`src/rtl/pa_riscv.sv`:
```
// Shared RV32I definitions: opcodes, ALU operation codes, multi-cycle controller
// state encoding and datapath select encodings.
package pa_riscv;

    localparam logic [6:0] OP_LW      = 7'b0000011;
    localparam logic [6:0] OP_SW      = 7'b0100011;
    localparam logic [6:0] OP_R_TYPE  = 7'b0110011;
    localparam logic [6:0] OP_B_TYPE  = 7'b1100011;
    localparam logic [6:0] OP_JAL     = 7'b1101111;

    // ALU operations use the {funct7bit5, funct3} encoding of the R-type instructions
    localparam logic [3:0] ALU_ADD = 4'b0000;
    localparam logic [3:0] ALU_SUB = 4'b1000;

    typedef enum logic [3:0] {
        ST_FETCH,
        ST_DECODE,
        ST_MEMADR,
        ST_MEMREAD,
        ST_MEMWB,
        ST_MEMWRITE,
        ST_EXECUTER,
        ST_ALUWB,
        ST_BEQ,
        ST_JAL
    } mcState_t;

    typedef enum logic [1:0] {
        SRCA_PC    = 2'b00,
        SRCA_OLDPC = 2'b01,
        SRCA_RS1   = 2'b10
    } aluSrcA_t;

    typedef enum logic [1:0] {
        SRCB_RS2  = 2'b00,
        SRCB_IMM  = 2'b01,
        SRCB_FOUR = 2'b10
    } aluSrcB_t;

    typedef enum logic [1:0] {
        RES_ALUOUT = 2'b00,
        RES_DATA   = 2'b01,
        RES_ALU    = 2'b10
    } resultSel_t;

    typedef enum logic [1:0] {
        ALUOP_ADD,
        ALUOP_SUB,
        ALUOP_FUNCT
    } aluOpClass_t;

endpackage

```
`src/rtl/alu_decoder.sv`:
```
// ALU operation decoder shared by the single- and multi-cycle controllers:
// maps an operation class plus the instruction fields onto the ALU operation code.
module alu_decoder
    import pa_riscv::*;
#(
    parameter int ALU_OP_W = 4
) (
    input  logic [6:0]          i_operand,
    input  logic [2:0]          i_funct3,
    input  logic                i_funct7bit5,
    input  aluOpClass_t         i_aluOpClass,
    output logic [ALU_OP_W-1:0] o_aluLogicOperation
);

    always_comb begin
        o_aluLogicOperation = '0;
        case (i_aluOpClass)
            ALUOP_ADD:   o_aluLogicOperation[3:0] = ALU_ADD;
            ALUOP_SUB:   o_aluLogicOperation[3:0] = ALU_SUB;
            // funct7bit5 only selects SUB/SRA for register-register operations
            ALUOP_FUNCT: o_aluLogicOperation[3:0] = {(i_operand == OP_R_TYPE) & i_funct7bit5, i_funct3};
            default:     o_aluLogicOperation[3:0] = ALU_ADD;
        endcase
    end

endmodule

```
`src/rtl/multicycle_controller.sv`:
```
// Multi-cycle RV32I main controller with memory wait handshake, watchdog and retire counter.
// Define MULTICYCLE_CONTROLLER_JAL_EN to add JAL support; otherwise JAL decodes as illegal.
module multicycle_controller
    import pa_riscv::*;
#(
    parameter int ALU_OP_W     = 4,
    parameter int WAIT_TIMEOUT = 15,
    parameter int RETIRE_CNT_W = 32
) (
    input  logic                    i_clk,
    input  logic                    i_rst,
    input  logic [6:0]              i_operand,
    input  logic [2:0]              i_funct3,
    input  logic                    i_funct7bit5,
    input  logic                    i_zeroFlag,
    input  logic                    i_memReady,
    output logic                    o_pcWriteEn,
    output logic                    o_adrSel,
    output logic                    o_memReadEn,
    output logic                    o_memWriteEn,
    output logic                    o_irWriteEn,
    output logic                    o_regWriteEn,
    output logic [1:0]              o_aluSrcASel,
    output logic [1:0]              o_aluSrcBSel,
    output logic [1:0]              o_resultSel,
    output logic [ALU_OP_W-1:0]     o_aluLogicOperation,
    output logic                    o_illegal,
    output logic                    o_memTimeout,
    output logic [RETIRE_CNT_W-1:0] o_retireCount
);

    localparam logic [7:0] WAIT_LIMIT = 8'(WAIT_TIMEOUT);

    mcState_t                stateReg;
    mcState_t                stateNext;
    aluSrcA_t                aluSrcA;
    aluSrcB_t                aluSrcB;
    resultSel_t              resultSel;
    aluOpClass_t             aluOpClass;
    logic                    waitState;
    logic                    retire;
    logic [7:0]              waitCntReg;
    logic                    memTimeoutReg;
    logic [RETIRE_CNT_W-1:0] retireCountReg;

    always_ff @(posedge i_clk) begin
        if (i_rst) begin
            stateReg       <= ST_FETCH;
            waitCntReg     <= '0;
            memTimeoutReg  <= 1'b0;
            retireCountReg <= '0;
        end else begin
            stateReg <= stateNext;
            // A not-ready cycle in a memory state always means the FSM stays put
            if (waitState && !i_memReady) begin
                if (waitCntReg != WAIT_LIMIT) begin
                    waitCntReg <= waitCntReg + 8'd1;
                end
                if (waitCntReg == WAIT_LIMIT - 8'd1) begin
                    memTimeoutReg <= 1'b1;
                end
            end else begin
                waitCntReg <= '0;
            end
            if (retire) begin
                retireCountReg <= retireCountReg + RETIRE_CNT_W'(1);
            end
        end
    end

    always_comb begin
        stateNext    = stateReg;
        o_pcWriteEn  = 1'b0;
        o_adrSel     = 1'b0;
        o_memReadEn  = 1'b0;
        o_memWriteEn = 1'b0;
        o_irWriteEn  = 1'b0;
        o_regWriteEn = 1'b0;
        o_illegal    = 1'b0;
        aluSrcA      = SRCA_PC;
        aluSrcB      = SRCB_RS2;
        resultSel    = RES_ALUOUT;
        aluOpClass   = ALUOP_ADD;
        waitState    = 1'b0;
        retire       = 1'b0;
        if (!i_rst) begin
            case (stateReg)
                ST_FETCH: begin
                    o_memReadEn = 1'b1;
                    aluSrcB     = SRCB_FOUR;
                    resultSel   = RES_ALU;
                    waitState   = 1'b1;
                    if (i_memReady) begin
                        o_irWriteEn = 1'b1;
                        o_pcWriteEn = 1'b1;
                        stateNext   = ST_DECODE;
                    end
                end
                ST_DECODE: begin
                    aluSrcA = SRCA_OLDPC;
                    aluSrcB = SRCB_IMM;
                    case (i_operand)
                        OP_LW, OP_SW: stateNext = ST_MEMADR;
                        OP_R_TYPE:    stateNext = ST_EXECUTER;
                        OP_B_TYPE:    stateNext = ST_BEQ;
`ifdef MULTICYCLE_CONTROLLER_JAL_EN
                        OP_JAL:       stateNext = ST_JAL;
`endif
                        default: begin
                            o_illegal = 1'b1;
                            stateNext = ST_FETCH;
                        end
                    endcase
                end
                ST_MEMADR: begin
                    aluSrcA   = SRCA_RS1;
                    aluSrcB   = SRCB_IMM;
                    stateNext = (i_operand == OP_LW) ? ST_MEMREAD : ST_MEMWRITE;
                end
                ST_MEMREAD: begin
                    o_adrSel    = 1'b1;
                    o_memReadEn = 1'b1;
                    waitState   = 1'b1;
                    if (i_memReady) begin
                        stateNext = ST_MEMWB;
                    end
                end
                ST_MEMWB: begin
                    resultSel    = RES_DATA;
                    o_regWriteEn = 1'b1;
                    retire       = 1'b1;
                    stateNext    = ST_FETCH;
                end
                ST_MEMWRITE: begin
                    o_adrSel     = 1'b1;
                    o_memWriteEn = 1'b1;
                    waitState    = 1'b1;
                    if (i_memReady) begin
                        retire    = 1'b1;
                        stateNext = ST_FETCH;
                    end
                end
                ST_EXECUTER: begin
                    aluSrcA    = SRCA_RS1;
                    aluOpClass = ALUOP_FUNCT;
                    stateNext  = ST_ALUWB;
                end
                ST_ALUWB: begin
                    o_regWriteEn = 1'b1;
                    retire       = 1'b1;
                    stateNext    = ST_FETCH;
                end
                ST_BEQ: begin
                    aluSrcA     = SRCA_RS1;
                    aluOpClass  = ALUOP_SUB;
                    o_pcWriteEn = i_zeroFlag;
                    retire      = 1'b1;
                    stateNext   = ST_FETCH;
                end
`ifdef MULTICYCLE_CONTROLLER_JAL_EN
                // ALUOut holds the jump target from DECODE; PC+4 goes to ALUOut for the link write
                ST_JAL: begin
                    aluSrcA     = SRCA_OLDPC;
                    aluSrcB     = SRCB_FOUR;
                    o_pcWriteEn = 1'b1;
                    stateNext   = ST_ALUWB;
                end
`endif
                default: stateNext = ST_FETCH;
            endcase
        end
    end

    alu_decoder #(
        .ALU_OP_W(ALU_OP_W)
    ) aluDecoder (
        .i_operand          (i_operand),
        .i_funct3           (i_funct3),
        .i_funct7bit5       (i_funct7bit5),
        .i_aluOpClass       (aluOpClass),
        .o_aluLogicOperation(o_aluLogicOperation)
    );

    assign o_aluSrcASel  = aluSrcA;
    assign o_aluSrcBSel  = aluSrcB;
    assign o_resultSel   = resultSel;
    assign o_memTimeout  = memTimeoutReg;
    assign o_retireCount = retireCountReg;

endmodule
```
`config.mk`:
```
export PLATFORM = sky130hd
export DESIGN_NAME = multicycle_controller
export DESIGN_NICKNAME = d
export VERILOG_FILES = /design/src/rtl/pa_riscv.sv /design/src/rtl/alu_decoder.sv /design/src/rtl/multicycle_controller.sv
export SDC_FILE = /design/constraint.sdc
export NUM_CORES = 1
export LEC_CHECK = 0
export BUFFER_PORTS_ARGS = -buffer_cell sky130_fd_sc_hd__buf_2
export CORE_MARGIN = 2
export CORE_UTILIZATION = 40
export CTS_CLUSTER_DIAMETER = 40
export DETAILED_ROUTE_END_ITERATION = 8
export PLACE_DENSITY_LB_ADDON = 0.25
export RECOVER_POWER = 100
export SLEW_MARGIN = 20
export SYNTH_ARGS = -nofsm -noshare
export SYNTH_HDL_FRONTEND = slang
export SYNTH_SLANG_ARGS = --single-unit
```
`constraint.sdc`:
```
create_clock -name i_clk -period 2.3 [get_ports i_clk]
set_input_delay 0.345 -clock i_clk [delete_from_list [all_inputs] [get_ports i_clk]]
set_output_delay 0.345 -clock i_clk [all_outputs]
set_load 0.005 [all_outputs]
```
==> run_results.csv <==
group,metric,value,unit
logic_synthesis,synth_commonest_cells,"45 x dfxtp_1, 27 x a21oi_1, 25 x nor2_1, 20 x nand2_1, 19 x or4_1",
final_layout,syn_to_final_growth,18.42,%
worst_hold_path,hold_class,"in2reg",
grt,antenna_found_initial,0,
grt,globalRouteOverflowTotal,0,
logic_synthesis,yosys-top-cells-area,"dfxtp_1 34%, or4_1 5.4%, a21oi_1 5.2%",
route,drt-pass1-iter-count,5,
grt,grt_max_degree,55,
logic_synthesis,synth_edf_count,0,
outcome,outcome,"completed",
logic_synthesis,ys_seq_elements,45,
worst_setup_path,cp_max_fo,6,
floorplanning,die_h,84.95,um
floorplanning,ios,65,
sta,drv_slew,0,
clock_tree,clk_latency,0.30,ns
worst_setup_path,worstPathArrival,1.86,ns
final_layout,antenna-diode-count,0,
worst_hold_path,hp-start,"i_operand[5]",
worst_setup_path,cp-startpoint,"stateReg[0]$_SDFFE_PP0P_",
sta,finalSetupViolations,0,
clock_tree,postCtsResizedCells,0,
sta,fin_crit,2.201,ns
pwr,power,1.492,mW
route,drt_wl_total,6058,um
flow_run,drv_cap,0,
logic_synthesis,postSynthAreaPerCell,8.295,um2
worst_setup_path,critical_path.top_delay_family,"simple AND/OR/NAND/NOR gates",
logic_synthesis,yosys_warnings,0,
logic_synthesis,synth_cell_types,49,
placed_design,placedCellCount,445,
floorplanning,start_util,0.4128,
logic_synthesis,netlist_area,2621,um2
sta,fin_ws,0.09941,ns
route,drc,0,
final_layout,nets,395,
final_layout,final_cells,453,
worst_setup_path,required,1.96,ns
route,antenna_left,0,
grt,globalRouteTotalUtil,0.1662,
final_layout,layout-drive-gt1-share,0.2447,
sta,hold_viol,0,
sta,max_freq,0.4544,GHz
clock_tree,path_clk_slew,0.08,ns
worst_setup_path,crit_chain,"or4b_4 -> nor2_4 -> inv_1 -> ha_2 -> a31oi_1 -> nor2_1 -> buf_2",
logic_synthesis,syn_inst,316,
final_layout,final_area,3104,um2
sta,holdWs,0.3396,ns
placed_design,gp_congestion,0.8376,
floorplanning,die_w,84.95,um
clock_tree,clock_sinks,45,
grt,grt_pass1_wl,10110,um
sta,rsz0062_at_grt,"true",
sta,period_share,0.9568,
worst_setup_path,cpMaxStageDelayCell,"or4b_4",
logic_synthesis,yosysTopAreaCell,"dfxtp_1",
logic_synthesis,synth_top_cell_area_share,0.3437,
logic_synthesis,seq_area_frac_synth,0.3437,
worst_setup_path,crit_type,"reg2out",
worst_setup_path,r2r_start,"o_retireCount[3]$_SDFFE_PP0P_",
clock_tree,numCtsBuffers,5,
sta,slew-limit-headroom,0.6585,
floorplanning,row_count,29,
placed_design,pre_cts_ws,0.2227,ns
sta,worst_pin_slew,0.5122,ns
grt,grt_pass1_vias,2160,
clock_tree,cts_setup_buffers,0,
pwr,leakagePower,1.209,nW
clock_tree,h-tree-depth,2,
placed_design,hpwlAfterDp,4335,um
clock_tree,ctsHoldBuffers,0,
route,via_per_inst,5.561,
route,wl_per_cell,13.37,um
route,first_iter_violations,171,
clock_tree,cts.path.max_buffers,2,
route,vias,2519,
floorplanning,fp.coreArea,6350,um2
worst_setup_path,cp_num_buf_inv,2,
placed_design,io_buffers,64,
sta,worst_clock_skew,0.009210,ns
floorplanning,design.die.area,7217,um2
worst_setup_path,startpoint_type,"register",
logic_synthesis,synth.most_common_cell,"dfxtp_1",
pwr,p_per_area,480.8,nW/um2
logic_synthesis,async_reset_ff_frac,0,
worst_setup_path,slowest_delay,0.55,ns
placed_design,dpl_cell_area,2984,um2
worst_setup_path,endpoint_kind,"output pin",
clock_tree,root_buffer,"clkbuf_8",
pwr,vdd_drop_max,0.2493,mV
logic_synthesis,ys.flop_type,"dfxtp_1",
clock_tree,cts_tree,"done",
logic_synthesis,synthesis.nets,336,
## worst register-to-register path, stage by stage (launching register included)
cell,delay (ns)
dfxtp_1,0.43
nand4_2,0.20
or4_1,0.50
buf_4,0.21
nor4_1,0.26
mux2_2,0.37
## registers in the layout, summed over array words and instances (netlist names)
| name | count |
|---|---|
| o_retireCount | 32 |
| waitCntReg | 8 |
| stateReg | 4 |
| o_memTimeout | 1 |
## worst paths after layout
kind | slack (ns) | cells past startpoint | endpoint
worst min-delay path | 0.34 | 3 | stateReg[3]$_SDFFE_PP0P_
worst min register to register | 0.49 | 2 | o_retireCount[13]$_SDFFE_PP0P_
worst max register to register | 0.21 | 5 | o_retireCount[27]$_SDFFE_PP0P_
worst max-delay path | 0.1 | 7 | o_aluLogicOperation[3]
## cells by family (layout without fill, tap and decap cells)
| group | after synthesis | count (layout) | share of synthesized area |
|---|---|---|---|
| AO/OA/AOI/OAI | 66 | 66 | 0.1609 |
| adder cells (fa/ha/maj) | 5 | 5 | 0.02387 |
| XOR/XNOR | 9 | 9 | 0.03007 |
| AND/OR/NAND/NOR | 152 | 152 | 0.3442 |
| buffers and inverters | 30 | 90 | 0.05919 |
| flip-flops | 45 | 45 | 0.3437 |
| multiplexers | 9 | 9 | 0.03819 |
## metrics by stage
step / setup TNS [ns] / util
finish: 0 / 0.4889
global route: -0.004466 / 0.4889
CTS: 0 / 0.4883
detailed placement: 0 / 0.4700
global placement: 0 / 0.4700
floorplan: 0 / -
## cell type report
| cell class | count | area, um2 |
|---|---|---|
| well taps | 77 | 96.34 |
| inverters | 9 | 33.78 |
| multi-input cells | 241 | 1575 |
| clock buffers | 7 | 86.33 |
| repair buffers | 73 | 379.1 |
| flip-flops and latches | 45 | 903.4 |
| clock inverters | 1 | 30.03 |
| fillers | 641 | 3246 |
## cell usage in the layout, fill, tap and decap left out, types with 3 or more instances in the layout
cell type,instances
o31ai_1,17
xor2_1,6
mux2_2,7
nand2b_1,6
or3_1,8
and3_1,3
or4_1,19
nor3_1,8
nand3_1,12
and2_1,6
and4_1,6
inv_1,9
nor4_1,7
buf_4,9
nor2_1,24
xnor2_1,3
clkbuf_1,8
dfxtp_1,43
nor2b_1,10
buf_2,57
ha_1,4
a31oi_1,3
o21ai_0,7
nand2_1,20
clkbuf_8,6
a21oi_1,27
nand4_1,7
## metal layers
layer	routed length (um)	global-route usage	part of all wire	vias to the layer above
met5	0	0	0	-
met1	2918	0.2248	0.48	1165
met3	330	0.04572	0.054	9
met2	2757	0.2685	0.46	54
li1	-	-	-	1291
met4	52	0.03030	0.0086	0
## power breakdown
| group | internal (mW) | switching (mW) | total (mW) | leakage (nW) |
|---|---|---|---|---|
| registers | 0.781 | 0.00331 | 0.785 | 0.364 |
| clock network | 0.354 | 0.271 | 0.626 | 0.0585 |
| logic | 0.0330 | 0.0492 | 0.0821 | 0.786 |
No activity file was read; power rests on OpenSTA's default activity.
